$ cat src/rtl/jam_cost_arbiter_if.sv
// Bus bundle between the search engines, the Cost-table arbiter and the Cost table.
`default_nettype none

interface jam_cost_arbiter_if #(
  parameter int NREQ = 2
);
  logic [NREQ-1:0]   req_valid;
  logic [3*NREQ-1:0] req_w;
  logic [3*NREQ-1:0] req_j;
  logic [NREQ-1:0]   req_ready;
  logic [NREQ-1:0]   rsp_valid;
  logic [6:0]        rsp_cost;
  logic [2:0]        W;
  logic [2:0]        J;
  logic [6:0]        Cost;

  // Requester/table side drives requests and table data.
  modport master (
    output req_valid, req_w, req_j, Cost,
    input  req_ready, rsp_valid, rsp_cost, W, J
  );

  // Arbiter side.
  modport slave (
    input  req_valid, req_w, req_j, Cost,
    output req_ready, rsp_valid, rsp_cost, W, J
  );
endinterface

`default_nettype wire

$ cat src/rtl/jam_cost_arbiter.sv
// Round-robin arbiter sharing one Cost table between NREQ engines; 2-cycle read pipeline.
// Optional locked bursts of BURST beats when JAM_ARB_BURST_EN is defined.
`default_nettype none

module jam_cost_arbiter #(
  parameter int NREQ  = 2,
  parameter int BURST = 8
) (
  input  wire logic         clk,
  input  wire logic         rst,
  jam_cost_arbiter_if.slave bus
);
  localparam int PW = (NREQ > 2) ? 2 : 1;

  logic [PW-1:0] rr_ptr_q, rr_ptr_d;
  logic          rr_hit;
  logic [PW-1:0] rr_g;
  logic          gnt_v;
  logic [PW-1:0] gnt_g;

  logic [2:0]      w_q, j_q;
  logic            tag_v_q;
  logic [PW-1:0]   tag_g_q;
  logic [NREQ-1:0] rsp_valid_q;
  logic [6:0]      rsp_cost_q;

  // Descending scan so the candidate closest to rr_ptr is written last and wins.
  always_comb begin
    int idx;
    rr_hit = 1'b0;
    rr_g   = '0;
    idx    = 0;
    for (int k = NREQ - 1; k >= 0; k--) begin
      idx = int'(rr_ptr_q) + k;
      if (idx >= NREQ) idx = idx - NREQ;
      if (bus.req_valid[idx]) begin
        rr_hit = 1'b1;
        rr_g   = PW'(idx);
      end
    end
  end

`ifdef JAM_ARB_BURST_EN
  localparam int       BW     = $clog2(BURST + 1);
  localparam logic [0:0] S_IDLE = 1'b0;
  localparam logic [0:0] S_LOCK = 1'b1;

  logic [0:0]    state_q, state_d;
  logic [PW-1:0] lock_g_q, lock_g_d;
  logic [BW-1:0] beat_q, beat_d;
  logic          lock_hold;

  assign lock_hold = (state_q == S_LOCK) && bus.req_valid[lock_g_q];

  always_ff @(posedge clk or posedge rst) begin
    if (rst) begin
      state_q  <= S_IDLE;
      lock_g_q <= '0;
      beat_q   <= '0;
    end else begin
      state_q  <= state_d;
      lock_g_q <= lock_g_d;
      beat_q   <= beat_d;
    end
  end

  // A lock whose owner has dropped valid falls straight back to round-robin this cycle.
  always_comb begin
    state_d  = state_q;
    lock_g_d = lock_g_q;
    beat_d   = beat_q;
    if (lock_hold) begin
      if (int'(beat_q) + 1 >= BURST) begin
        state_d = S_IDLE;
        beat_d  = '0;
      end else begin
        beat_d  = beat_q + 1'b1;
      end
    end else begin
      state_d = S_IDLE;
      beat_d  = '0;
      if (rr_hit && (BURST > 1)) begin
        state_d  = S_LOCK;
        lock_g_d = rr_g;
        beat_d   = BW'(1);
      end
    end
  end

  always_comb begin
    gnt_v = rr_hit;
    gnt_g = rr_g;
    if (lock_hold) begin
      gnt_v = 1'b1;
      gnt_g = lock_g_q;
    end
  end
`else
  assign gnt_v = rr_hit;
  assign gnt_g = rr_g;
`endif

  always_comb begin
    bus.req_ready = '0;
    if (gnt_v) bus.req_ready[gnt_g] = 1'b1;
  end

  always_comb begin
    rr_ptr_d = rr_ptr_q;
    if (gnt_v) rr_ptr_d = (int'(gnt_g) == NREQ - 1) ? '0 : gnt_g + 1'b1;
  end

  always_ff @(posedge clk or posedge rst) begin
    if (rst) begin
      rr_ptr_q    <= '0;
      w_q         <= '0;
      j_q         <= '0;
      tag_v_q     <= 1'b0;
      tag_g_q     <= '0;
      rsp_valid_q <= '0;
      rsp_cost_q  <= '0;
    end else begin
      rr_ptr_q <= rr_ptr_d;
      tag_v_q  <= gnt_v;
      tag_g_q  <= gnt_g;
      if (gnt_v) begin
        w_q <= bus.req_w[3*int'(gnt_g) +: 3];
        j_q <= bus.req_j[3*int'(gnt_g) +: 3];
      end
      // Cost is valid while the tag sits in stage 1; idle slots leave rsp_cost untouched.
      rsp_valid_q <= tag_v_q ? (NREQ'(1) << tag_g_q) : '0;
      if (tag_v_q) rsp_cost_q <= bus.Cost;
    end
  end

  assign bus.W         = w_q;
  assign bus.J         = j_q;
  assign bus.rsp_valid = rsp_valid_q;
  assign bus.rsp_cost  = rsp_cost_q;
endmodule

`default_nettype wire

$ cat src/flat_wrapper.sv
// flat-port wrapper written by rule: the top's interface ports become plain ports
module jam_cost_arbiter_flat 
#(
  parameter int NREQ  = 2,
  parameter int BURST = 8
)
  (clk, rst, bus_req_valid, bus_req_w, bus_req_j, bus_Cost, bus_req_ready, bus_rsp_valid, bus_rsp_cost, bus_W, bus_J);
  jam_cost_arbiter_if #(.NREQ(NREQ)) bus_i ();
  input  wire logic clk;
  input  wire logic rst;
  input wire logic [$bits(bus_i.req_valid)-1:0] bus_req_valid;
  input wire logic [$bits(bus_i.req_w)-1:0] bus_req_w;
  input wire logic [$bits(bus_i.req_j)-1:0] bus_req_j;
  input wire logic [$bits(bus_i.Cost)-1:0] bus_Cost;
  output wire logic [$bits(bus_i.req_ready)-1:0] bus_req_ready;
  output wire logic [$bits(bus_i.rsp_valid)-1:0] bus_rsp_valid;
  output wire logic [$bits(bus_i.rsp_cost)-1:0] bus_rsp_cost;
  output wire logic [$bits(bus_i.W)-1:0] bus_W;
  output wire logic [$bits(bus_i.J)-1:0] bus_J;
  assign bus_i.req_valid = bus_req_valid;
  assign bus_i.req_w = bus_req_w;
  assign bus_i.req_j = bus_req_j;
  assign bus_i.Cost = bus_Cost;
  assign bus_req_ready = bus_i.req_ready;
  assign bus_rsp_valid = bus_i.rsp_valid;
  assign bus_rsp_cost = bus_i.rsp_cost;
  assign bus_W = bus_i.W;
  assign bus_J = bus_i.J;
  jam_cost_arbiter #(.NREQ(NREQ), .BURST(BURST)) u_core (.clk(clk), .rst(rst), .bus(bus_i));
endmodule
$ cat config.mk
export PLATFORM = sky130hd
export DESIGN_NAME = jam_cost_arbiter_flat
export DESIGN_NICKNAME = d
export VERILOG_FILES = /design/src/rtl/jam_cost_arbiter_if.sv /design/src/rtl/jam_cost_arbiter.sv /design/src/flat_wrapper.sv
export SDC_FILE = /design/constraint.sdc
export NUM_CORES = 1
export LEC_CHECK = 0
export ABC_CLOCK_PERIOD_IN_PS = 1500
export BUFFER_PORTS_ARGS = -buffer_cell sky130_fd_sc_hd__buf_2
export CORE_ASPECT_RATIO = 1.25
export CORE_UTILIZATION = 46
export DETAILED_ROUTE_END_ITERATION = 10
export PLACE_DENSITY = 0.81
export REMOVE_ABC_BUFFERS = 1
export SYNTH_ARGS = -nofsm -noshare
export SYNTH_HDL_FRONTEND = slang
export SYNTH_SLANG_ARGS = --single-unit
$ cat constraint.sdc
create_clock -name clk -period 1.5 [get_ports clk]
set_input_delay 0.075 -clock clk [delete_from_list [all_inputs] [get_ports clk]]
set_output_delay 0.075 -clock clk [all_outputs]
set_load 0.005 [all_outputs]
==> impl_metrics.env, run 1 <==
export IMPL_p_int_mw=0.790
export IMPL_nNetsFinal=131
export IMPL_fillers=121
export IMPL_critPathRequiredTime_ns=1.42
export IMPL_routedWlPerCell_um=11.2
export IMPL_netlist_instances=63
export IMPL_cpPeakStageDelay_ns=0.42
export IMPL_synth_area_um2=764
export IMPL_vias=617
export IMPL_first_global_vias=512
export IMPL_gp_congestion=0.648
export IMPL_p_leak_nw=0.529
export IMPL_cts_htree_levels=1
export IMPL_finalWorstSetupSlack_ns=0.284
export IMPL_ios=40
export IMPL_finalCoreUtilization=0.667
export IMPL_drt_iter0_drc=5
export IMPL_holdCritPathClass="in2reg"
export IMPL_antenna_found_initial=0
export IMPL_arrival_ns=1.14
export IMPL_viasPerCell=4.94
export IMPL_die_w_um=38.5
export IMPL_grt_pass1_wl_um=2150
export IMPL_clkLatencyLatePin_ns=0.28
export IMPL_p_sw_frac=0.244
export IMPL_fin_crit_sh=0.811
export IMPL_clkSlewWorstSetupHoldPaths_ns=0.10
export IMPL_path_buf_inv=2
export IMPL_path_cells="a21bo_2 > inv_1 > buf_2"
export IMPL_core_area_mm2=0.00156
export IMPL_crit_slowest_cell="dfrtp_1"
export IMPL_overflow=0
export IMPL_worstMarginPinSlew_ns=0.657
export IMPL_start_kind="register"
export IMPL_finalHoldViolations=0
export IMPL_synth_avg_cell_area_um2=12.1
export IMPL_seqPwrFrac=0.537
export IMPL_postRouteAntennaNets=0
export IMPL_dieArea_mm2=0.00183
export IMPL_period_needed_ns=1.22
export IMPL_p_switching_mw=0.254
export IMPL_io_buffers=39
export IMPL_grt_usage=0.176
export IMPL_initial_core_util=0.490
export IMPL_cts_setup_buffers=0
export IMPL_place_ws_ns=0.476
export IMPL_worstSetupPathType="reg2out"
export IMPL_finClkSkew_ns=0.000409
export IMPL_cpLargestDelayFamily="flip-flops"
export IMPL_first_pass_iters=4
export IMPL_yosys_warnings=0
export IMPL_p_per_area_mw_per_mm2=1000
export IMPL_ys_seq_area_frac=0.589
export IMPL_clkPwrFrac=0.280
export IMPL_p_comb_frac=0.183
export IMPL_area_growth_pct=36.3
export IMPL_rows=16
export IMPL_drc=0
export IMPL_synth_seq_cells=18
export IMPL_outcome="complete, no violations"
export IMPL_die_y_um=47.6
export IMPL_grt_max_degree=19
export IMPL_fmax_mhz=822
export IMPL_cts_buffers=3
export IMPL_cts_tree="yes"
export IMPL_routed_wl_um=1400
export IMPL_relSlewSlack=0.561
export IMPL_final_layout_size_suffix_gt1_frac=0.495
export IMPL_end_kind="output port"
export IMPL_clock_sinks=18
export IMPL_slew_viol_final=0
export IMPL_cts_max_path_buffers=2
export IMPL_synth_cell_types=17
export IMPL_antenna_cells=0
export IMPL_worstPathMaxFanout=7
export IMPL_ir_worst_vdd_v=0.000507
export IMPL_fin_setup_tns_ns=0
export IMPL_setup_viol=0
export IMPL_root_buffer="clkbuf_4"
export IMPL_rsz0062_at_grt="no"
export IMPL_cap_violations=0
-- metal layers --
metal	GRT usage	wire (um)
met5	0	0
met4	0.0828	0
met3	0.0372	118
met2	0.319	709
met1	0.197	570
-- power groups by stage --
stage	Combinational [mW]	Clock [mW]	Sequential, mW
2_1_floorplan	0.0861	0	0.574
3_3_place_gp	0.182	0	0.568
3_5_place_dp	0.187	0	0.570
4_1_cts	0.193	0.306	0.561
5_1_grt	0.218	0.324	0.567
6_report	0.191	0.292	0.560
-- stage by stage --
| step | power (mW) | std cells | instance area (um^2) | hold slack, ns |
|---|---|---|---|---|
| floorplan | 0.660 | 60 | 748 | 0.0136 |
| detailed placement | 0.757 | 117 | 966 | 0.212 |
| global placement | 0.750 | 117 | 966 | 0.193 |
| finish | 1.04 | 125 | 1040 | 0.0164 |
| CTS | 1.06 | 124 | 1030 | 0.00244 |
| global route | 1.11 | 125 | 1040 | 0.00991 |
-- cells in the final DEF, fill, tap and decap left out --
cell           count
buf_2             39
dfrtp_1           18
mux2_2             7
and2b_1            6
a211oi_1           6
o22ai_1            6
nor2_1             6
dlygate4sd3_1      4
inv_1              3
clkbuf_4           3
a21boi_0           2
nand2_2            1
a21bo_2            1
or2_2              1
nor2b_1            1
and2_1             1
o21a_1             1
clkbuf_8           1
-- timing repair --
action / CTS / global route
resized for setup: 0 / 0
hold buffers: 3 / 1
hold endpoints to repair: 20 / 1
-- cell usage after synthesis --
library cell | instances | area (um^2)
a211oi_1 | 6 | 45.0
a21bo_2 | 1 | 10.0
a21boi_0 | 2 | 15.0
and2_1 | 1 | 6.26
and2b_1 | 6 | 45.0
buf_2 | 1 | 5.00
buf_4 | 1 | 7.51
clkbuf_1 | 1 | 3.75
dfrtp_1 | 18 | 450
inv_1 | 3 | 11.3
mux2_2 | 7 | 78.8
nand2_2 | 1 | 6.26
nor2_1 | 6 | 22.5
nor2b_1 | 1 | 6.26
o21a_1 | 1 | 7.51
o22ai_1 | 6 | 37.5
or2_2 | 1 | 6.26
-- layout make-up --
type	instances	area [um^2]	area share
clock buffers	4	36.3	0.0348
repair buffers	43	235	0.226
well taps	18	22.5	0.0216
multi-input cells	39	287	0.275
flip-flops and latches	18	450	0.432
inverters	3	11.3	0.0108
-- registers in the layout, summed over array words and instances, names as in the netlist --
signal / cells
u_core.tag_g_q: 1
u_core.bus.rsp_cost: 7
u_core.rr_ptr_q: 1
u_core.tag_v_q: 1
u_core.bus.rsp_valid: 2
u_core.bus.W: 3
u_core.bus.J: 3
-- final timing paths --
check                           cells after the start                         from  slack [ns]                                 end
worst min-delay path                                2                  bus_Cost[0]        0.02  u_core.bus.rsp_cost[0]$_DFFE_PP0P_
worst min register to register                      1     u_core.tag_g_q$_DFF_PP0_        0.43   u_core.bus.rsp_valid[0]$_DFF_PP0_
worst max-delay path                                3  u_core.rr_ptr_q$_DFFE_PP0N_        0.28                    bus_req_ready[0]
worst max register to register                      1     u_core.tag_v_q$_DFF_PP0_        0.47  u_core.bus.rsp_cost[4]$_DFFE_PP0P_
min in group asynchronous                           3                          rst        0.42            u_core.tag_g_q$_DFF_PP0_
max in group asynchronous                           3                          rst        0.67         u_core.bus.W[0]$_DFFE_PP0N_
-- cell families (layout without fill, tap and decap cells) --
| group | after synthesis | in the layout | synth area share |
|---|---|---|---|
| AO/OA/AOI/OAI | 16 | 16 | 0.151 |
| buffers and inverters | 6 | 50 | 0.0360 |
| flip-flops | 18 | 18 | 0.589 |
| multiplexers | 7 | 7 | 0.103 |
| AND/OR/NAND/NOR | 16 | 16 | 0.121 |
Note: power is estimated with default switching activity, not from simulation.
==> run 2, diff against run 1 <==
- ABC_CLOCK_PERIOD_IN_PS: 1500 -> 1300
- CORE_UTILIZATION: 46 -> 43
- PLACE_DENSITY: 0.81 -> 0.77
- clock period: 1.5 -> 1.3 ns (I/O delays scaled with it)
==> impl_metrics.env, run 2 (synthesis gave the netlist of run 1 again) <==
export IMPL_dieArea_mm2=0.00195
export IMPL_cts_htree_levels=1
export IMPL_layout_commonest_cell="buf_2"
export IMPL_p_sw_frac=0.253
export IMPL_cap_violations=0
export IMPL_postRouteAntennaNets=0
export IMPL_fin_crit_sh=0.949
export IMPL_rr_endpoint="u_core.bus.rsp_cost[6]$_DFFE_PP0P_"
export IMPL_period_needed_ns=1.23
export IMPL_worstSetupPathType="reg2out"
export IMPL_start_kind="register"
export IMPL_regArea_um2=450
export IMPL_rsz0062_at_grt="no"
export IMPL_antenna_cells=0
export IMPL_first_pass_iters=3
export IMPL_layout_common_cells="buf_2, dfrtp_1, dlygate4sd3_1"
export IMPL_p_per_area_mw_per_mm2=1130
export IMPL_final_layout_size_suffix_gt1_frac=0.478
export IMPL_die_w_um=39.7
export IMPL_ff2ff_path_depth=1
export IMPL_root_buffer="clkbuf_4"
export IMPL_dpl_cell_area_um2=973
export IMPL_clkSlewWorstSetupHoldPaths_ns=0.10
export IMPL_grt_pass1_wl_um=2590
export IMPL_nNetsFinal=137
export IMPL_reg2reg_slack_ns=0.26
export IMPL_fin_setup_tns_ns=0
export IMPL_setup_viol=0
export IMPL_arrival_ns=1.17
export IMPL_dp_hpwl_um=1040
export IMPL_outcome="complete, no violations"
export IMPL_antenna_found_initial=0
export IMPL_area_growth_pct=43.9
export IMPL_overflow=0
export IMPL_crit_slowest_cell="dfrtp_1"
export IMPL_seqPwrFrac=0.524
export IMPL_grt_max_degree=19
export IMPL_holdCritPathClass="in2reg"
export IMPL_drt_iter0_drc=11
export IMPL_vias=679
export IMPL_post_cts_resized=0
export IMPL_hold_end="u_core.bus.J[1]$_DFFE_PP0N_"
export IMPL_slew_viol_final=0
export IMPL_worstPathMaxFanout=7
export IMPL_cts_tree="yes"
export IMPL_r2r_start="u_core.tag_v_q$_DFF_PP0_"
export IMPL_first_global_vias=641
export IMPL_viasPerCell=5.18
export IMPL_finalCoreUtilization=0.678
export IMPL_clkPwrFrac=0.282
export IMPL_critPathRequiredTime_ns=1.24
export IMPL_multiInputGateArea_um2=287
export IMPL_path_cells="a21bo_2 > inv_1 > buf_2"
export IMPL_die_y_um=49.1
export IMPL_relSlewSlack=0.781
export IMPL_post_route_cell_area_mm2=0.00110
export IMPL_end_kind="output port"
export IMPL_clock_sinks=18
export IMPL_cts_setup_buffers=0
export IMPL_fillers=126
export IMPL_worstMarginPinSlew_ns=0.328
export IMPL_cts_max_path_buffers=2
export IMPL_initial_core_util=0.471
export IMPL_drc=0
export IMPL_clkLatencyLatePin_ns=0.30
export IMPL_finalHoldViolations=0
export IMPL_cpPeakStageDelay_ns=0.43
export IMPL_rows=16
export IMPL_min_from="bus_req_j[1]"
export IMPL_fmax_mhz=811
export IMPL_hold_path_depth=3
export IMPL_p_int_mw=0.924
export IMPL_core_area_mm2=0.00162
export IMPL_p_leak_nw=0.555
export IMPL_p_comb_frac=0.194
export IMPL_ios=40
export IMPL_routedWlPerCell_um=12.5
export IMPL_io_buffers=39
export IMPL_cts_buffers=3
export IMPL_finClkSkew_ns=0.00114
export IMPL_p_switching_mw=0.313
export IMPL_ir_worst_vdd_v=0.000598
export IMPL_largest_reg_flops=7
export IMPL_gp_congestion=0.647
export IMPL_routed_wl_um=1630
export IMPL_grt_usage=0.200
## run 2: worst max path at each step
stage	end	start	slack, ns	cells after the start
after global placement	u_core.bus.rsp_cost[6]$_DFFE_PP0P_	u_core.tag_v_q$_DFF_PP0_	0.30	1
final	bus_req_ready[0]	u_core.rr_ptr_q$_DFFE_PP0N_	0.07	3
after floorplan	u_core.bus.J[0]$_DFFE_PP0N_	u_core.rr_ptr_q$_DFFE_PP0N_	0.37	3
after global routing	bus_req_ready[0]	u_core.rr_ptr_q$_DFFE_PP0N_	0.03	3
after detailed placement	u_core.bus.rsp_cost[6]$_DFFE_PP0P_	u_core.tag_v_q$_DFF_PP0_	0.28	1
after CTS	bus_req_ready[0]	u_core.rr_ptr_q$_DFFE_PP0N_	0.06	3
## run 2: final cells by class
| cell class | count | share of cell area |
|---|---|---|
| inverter | 3 | 0.0102 |
| tap | 18 | 0.0205 |
| timing repair buffer | 49 | 0.266 |
| sequential | 18 | 0.410 |
| multi-input combinational | 39 | 0.261 |
| clock buffer | 4 | 0.0330 |
## run 2: power by group through the flow
stage,Sequential (mW),Combinational (mW),Clock (mW)
after global routing,0.656,0.270,0.386
after detailed placement,0.658,0.221,0
final,0.649,0.240,0.349
after CTS,0.649,0.242,0.361
after floorplan,0.662,0.0993,0
after global placement,0.656,0.213,0
## run 2: routing by layer
metal,GRT usage,wire length [um],vias up,part of all wire
met5,0,0,-,0
met4,0.121,34,0,0.021
met3,0.0411,112,4,0.069
met2,0.331,835,34,0.51
met1,0.221,651,320,0.40
li1,-,-,321,-
## run 2: stage by stage
stage	total power, mW	hold slack (ns)	instances	setup slack, ns
2_1_floorplan	0.761	0.00357	60	0.366
4_1_cts	1.25	0.00124	131	0.0555
6_report	1.24	0.00873	131	0.0664
3_3_place_gp	0.869	0.0856	118	0.299
3_5_place_dp	0.879	0.0897	118	0.283
5_1_grt	1.31	0.00806	131	0.0299
## run 2: timing repair
action / in CTS / in global routing
hold endpoints to repair: 26 / 0
hold buffers: 9 / 0
setup endpoints to repair: 0 / 0
## run 2: worst max-delay path: cells and delay by family, from the launching register on
kind                   cells  cell delay (ns)
AO/OA/AOI/OAI              1             0.28
buffers and inverters      2             0.16
flip-flops                 1             0.43
==> run 3, diff against run 2 <==
- CELL_PAD_IN_SITES_DETAIL_PLACEMENT: unset -> 0
- CELL_PAD_IN_SITES_GLOBAL_PLACEMENT: unset -> 1
- CORE_UTILIZATION: 43 -> 32
- PLACE_DENSITY: 0.77 -> unset
- PLACE_DENSITY_LB_ADDON: unset -> 0.1
==> impl_metrics.env, run 3 (synthesis gave the netlist of run 1 again) <==
export IMPL_overflow=0
export IMPL_area_growth_pct=44.5
export IMPL_post_route_cell_area_mm2=0.00110
export IMPL_ff2ff_path_depth=1
export IMPL_layout_commonest_cell="buf_2"
export IMPL_cts_max_path_buffers=2
export IMPL_relSlewSlack=0.547
export IMPL_worstSetupPathType="reg2out"
export IMPL_fin_setup_tns_ns=0
export IMPL_clkLatencyLatePin_ns=0.29
export IMPL_routed_wl_um=1650
export IMPL_worstPathMaxFanout=7
export IMPL_core_area_mm2=0.00223
export IMPL_place_ws_ns=0.289
export IMPL_routedWlPerCell_um=11.6
export IMPL_final_layout_size_suffix_gt1_frac=0.477
export IMPL_rr_endpoint="u_core.bus.rsp_cost[4]$_DFFE_PP0P_"
export IMPL_cts_setup_buffers=0
export IMPL_reg2reg_slack_ns=0.29
export IMPL_drc=0
export IMPL_clock_sinks=18
export IMPL_setup_viol=0
export IMPL_die_y_um=56.6
export IMPL_drt_iter0_drc=6
export IMPL_ios=40
export IMPL_critPathRequiredTime_ns=1.24
export IMPL_antenna_cells=0
export IMPL_start_kind="register"
export IMPL_arrival_ns=1.13
export IMPL_vias=645
export IMPL_grt_usage=0.143
export IMPL_finalWorstSetupSlack_ns=0.102
export IMPL_postRouteAntennaNets=0
export IMPL_dieArea_mm2=0.00259
export IMPL_outcome="complete, no violations"
export IMPL_cts_tree="yes"
export IMPL_holdWs_ns=0.0120
export IMPL_gp_congestion=0.675
export IMPL_hold_path_depth=3
export IMPL_finalPower_mw=1.22
export IMPL_root_buffer="clkbuf_4"
export IMPL_min_from="bus_req_j[1]"
export IMPL_cap_violations=0
export IMPL_rows=19
export IMPL_initial_core_util=0.342
export IMPL_cts_buffers=3
export IMPL_fmax_mhz=835
export IMPL_rsz0062_at_grt="no"
export IMPL_finalHoldViolations=0
export IMPL_ir_worst_vdd_v=0.000465
export IMPL_grt_pass1_wl_um=2660
export IMPL_fillers=233
export IMPL_first_pass_iters=3
export IMPL_grt_max_degree=19
export IMPL_p_leak_nw=0.548
export IMPL_holdCritPathClass="in2reg"
export IMPL_dpl_cell_area_um2=982
export IMPL_end_kind="output port"
export IMPL_slew_viol_final=0
export IMPL_die_w_um=45.7
export IMPL_finClkSkew_ns=0.00421
export IMPL_clkSlewWorstSetupHoldPaths_ns=0.10
export IMPL_worstMarginPinSlew_ns=0.679
export IMPL_fin_crit_sh=0.922
export IMPL_first_global_vias=656
export IMPL_antenna_found_initial=0
export IMPL_r2r_start="u_core.tag_v_q$_DFF_PP0_"
export IMPL_io_buffers=39
export IMPL_viasPerCell=4.54
export IMPL_cts_htree_levels=1
export IMPL_finalCoreUtilization=0.494
export IMPL_p_per_area_mw_per_mm2=1110
export IMPL_largest_reg_flops=7
export IMPL_dp_cells=130
export IMPL_period_needed_ns=1.20
export IMPL_nNetsFinal=135
export IMPL_layout_common_cells="buf_2, dfrtp_1, dlygate4sd3_1"
export IMPL_hold_end="u_core.bus.J[1]$_DFFE_PP0N_"
export IMPL_final_cells=142
## run 3: how the worst max path moves through the flow
| stage | startpoint | endpoint | cells past startpoint |
|---|---|---|---|
| floorplan | u_core.rr_ptr_q$_DFFE_PP0N_ | u_core.bus.J[0]$_DFFE_PP0N_ | 3 |
| global placement | u_core.tag_v_q$_DFF_PP0_ | u_core.bus.rsp_cost[5]$_DFFE_PP0P_ | 1 |
| detailed placement | u_core.rr_ptr_q$_DFFE_PP0N_ | u_core.bus.J[0]$_DFFE_PP0N_ | 3 |
| CTS | u_core.rr_ptr_q$_DFFE_PP0N_ | bus_req_ready[0] | 3 |
| global route | u_core.rr_ptr_q$_DFFE_PP0N_ | bus_req_ready[0] | 3 |
| finish | u_core.rr_ptr_q$_DFFE_PP0N_ | bus_req_ready[0] | 3 |
## run 3: power breakdown
| group | internal [mW] | switching (mW) |
|---|---|---|
| clock | 0.170 | 0.168 |
| combinational | 0.135 | 0.101 |
| sequential | 0.616 | 0.0329 |
## run 3: cell type report
type | instances | area, um^2 | area share
well taps | 31 | 38.8 | 0.0351
flip-flops and latches | 18 | 450 | 0.408
clock buffers | 4 | 36.3 | 0.0328
inverters | 3 | 11.3 | 0.0102
multi-input cells | 39 | 293 | 0.265
repair buffers | 47 | 275 | 0.249
## run 3: metal layers
layer | GRT usage | share of wire
met1 | 0.155 | 0.41
met5 | 0 | 0
met2 | 0.247 | 0.53
met4 | 0.0756 | 0.0097
met3 | 0.0289 | 0.051
## run 3: worst max-delay path, stage by stage (launching register included)
cell and delay (ns):
dfrtp_1 0.44, a21bo_4 0.26, inv_1 0.05, buf_2 0.10
## run 3: timing repair
| item | CTS | global route |
|---|---|---|
| setup endpoints to repair | 0 | 1 |
| hold endpoints to repair | 23 | 2 |
| gates resized for setup | 0 | 1 |
| hold buffers | 6 | 2 |
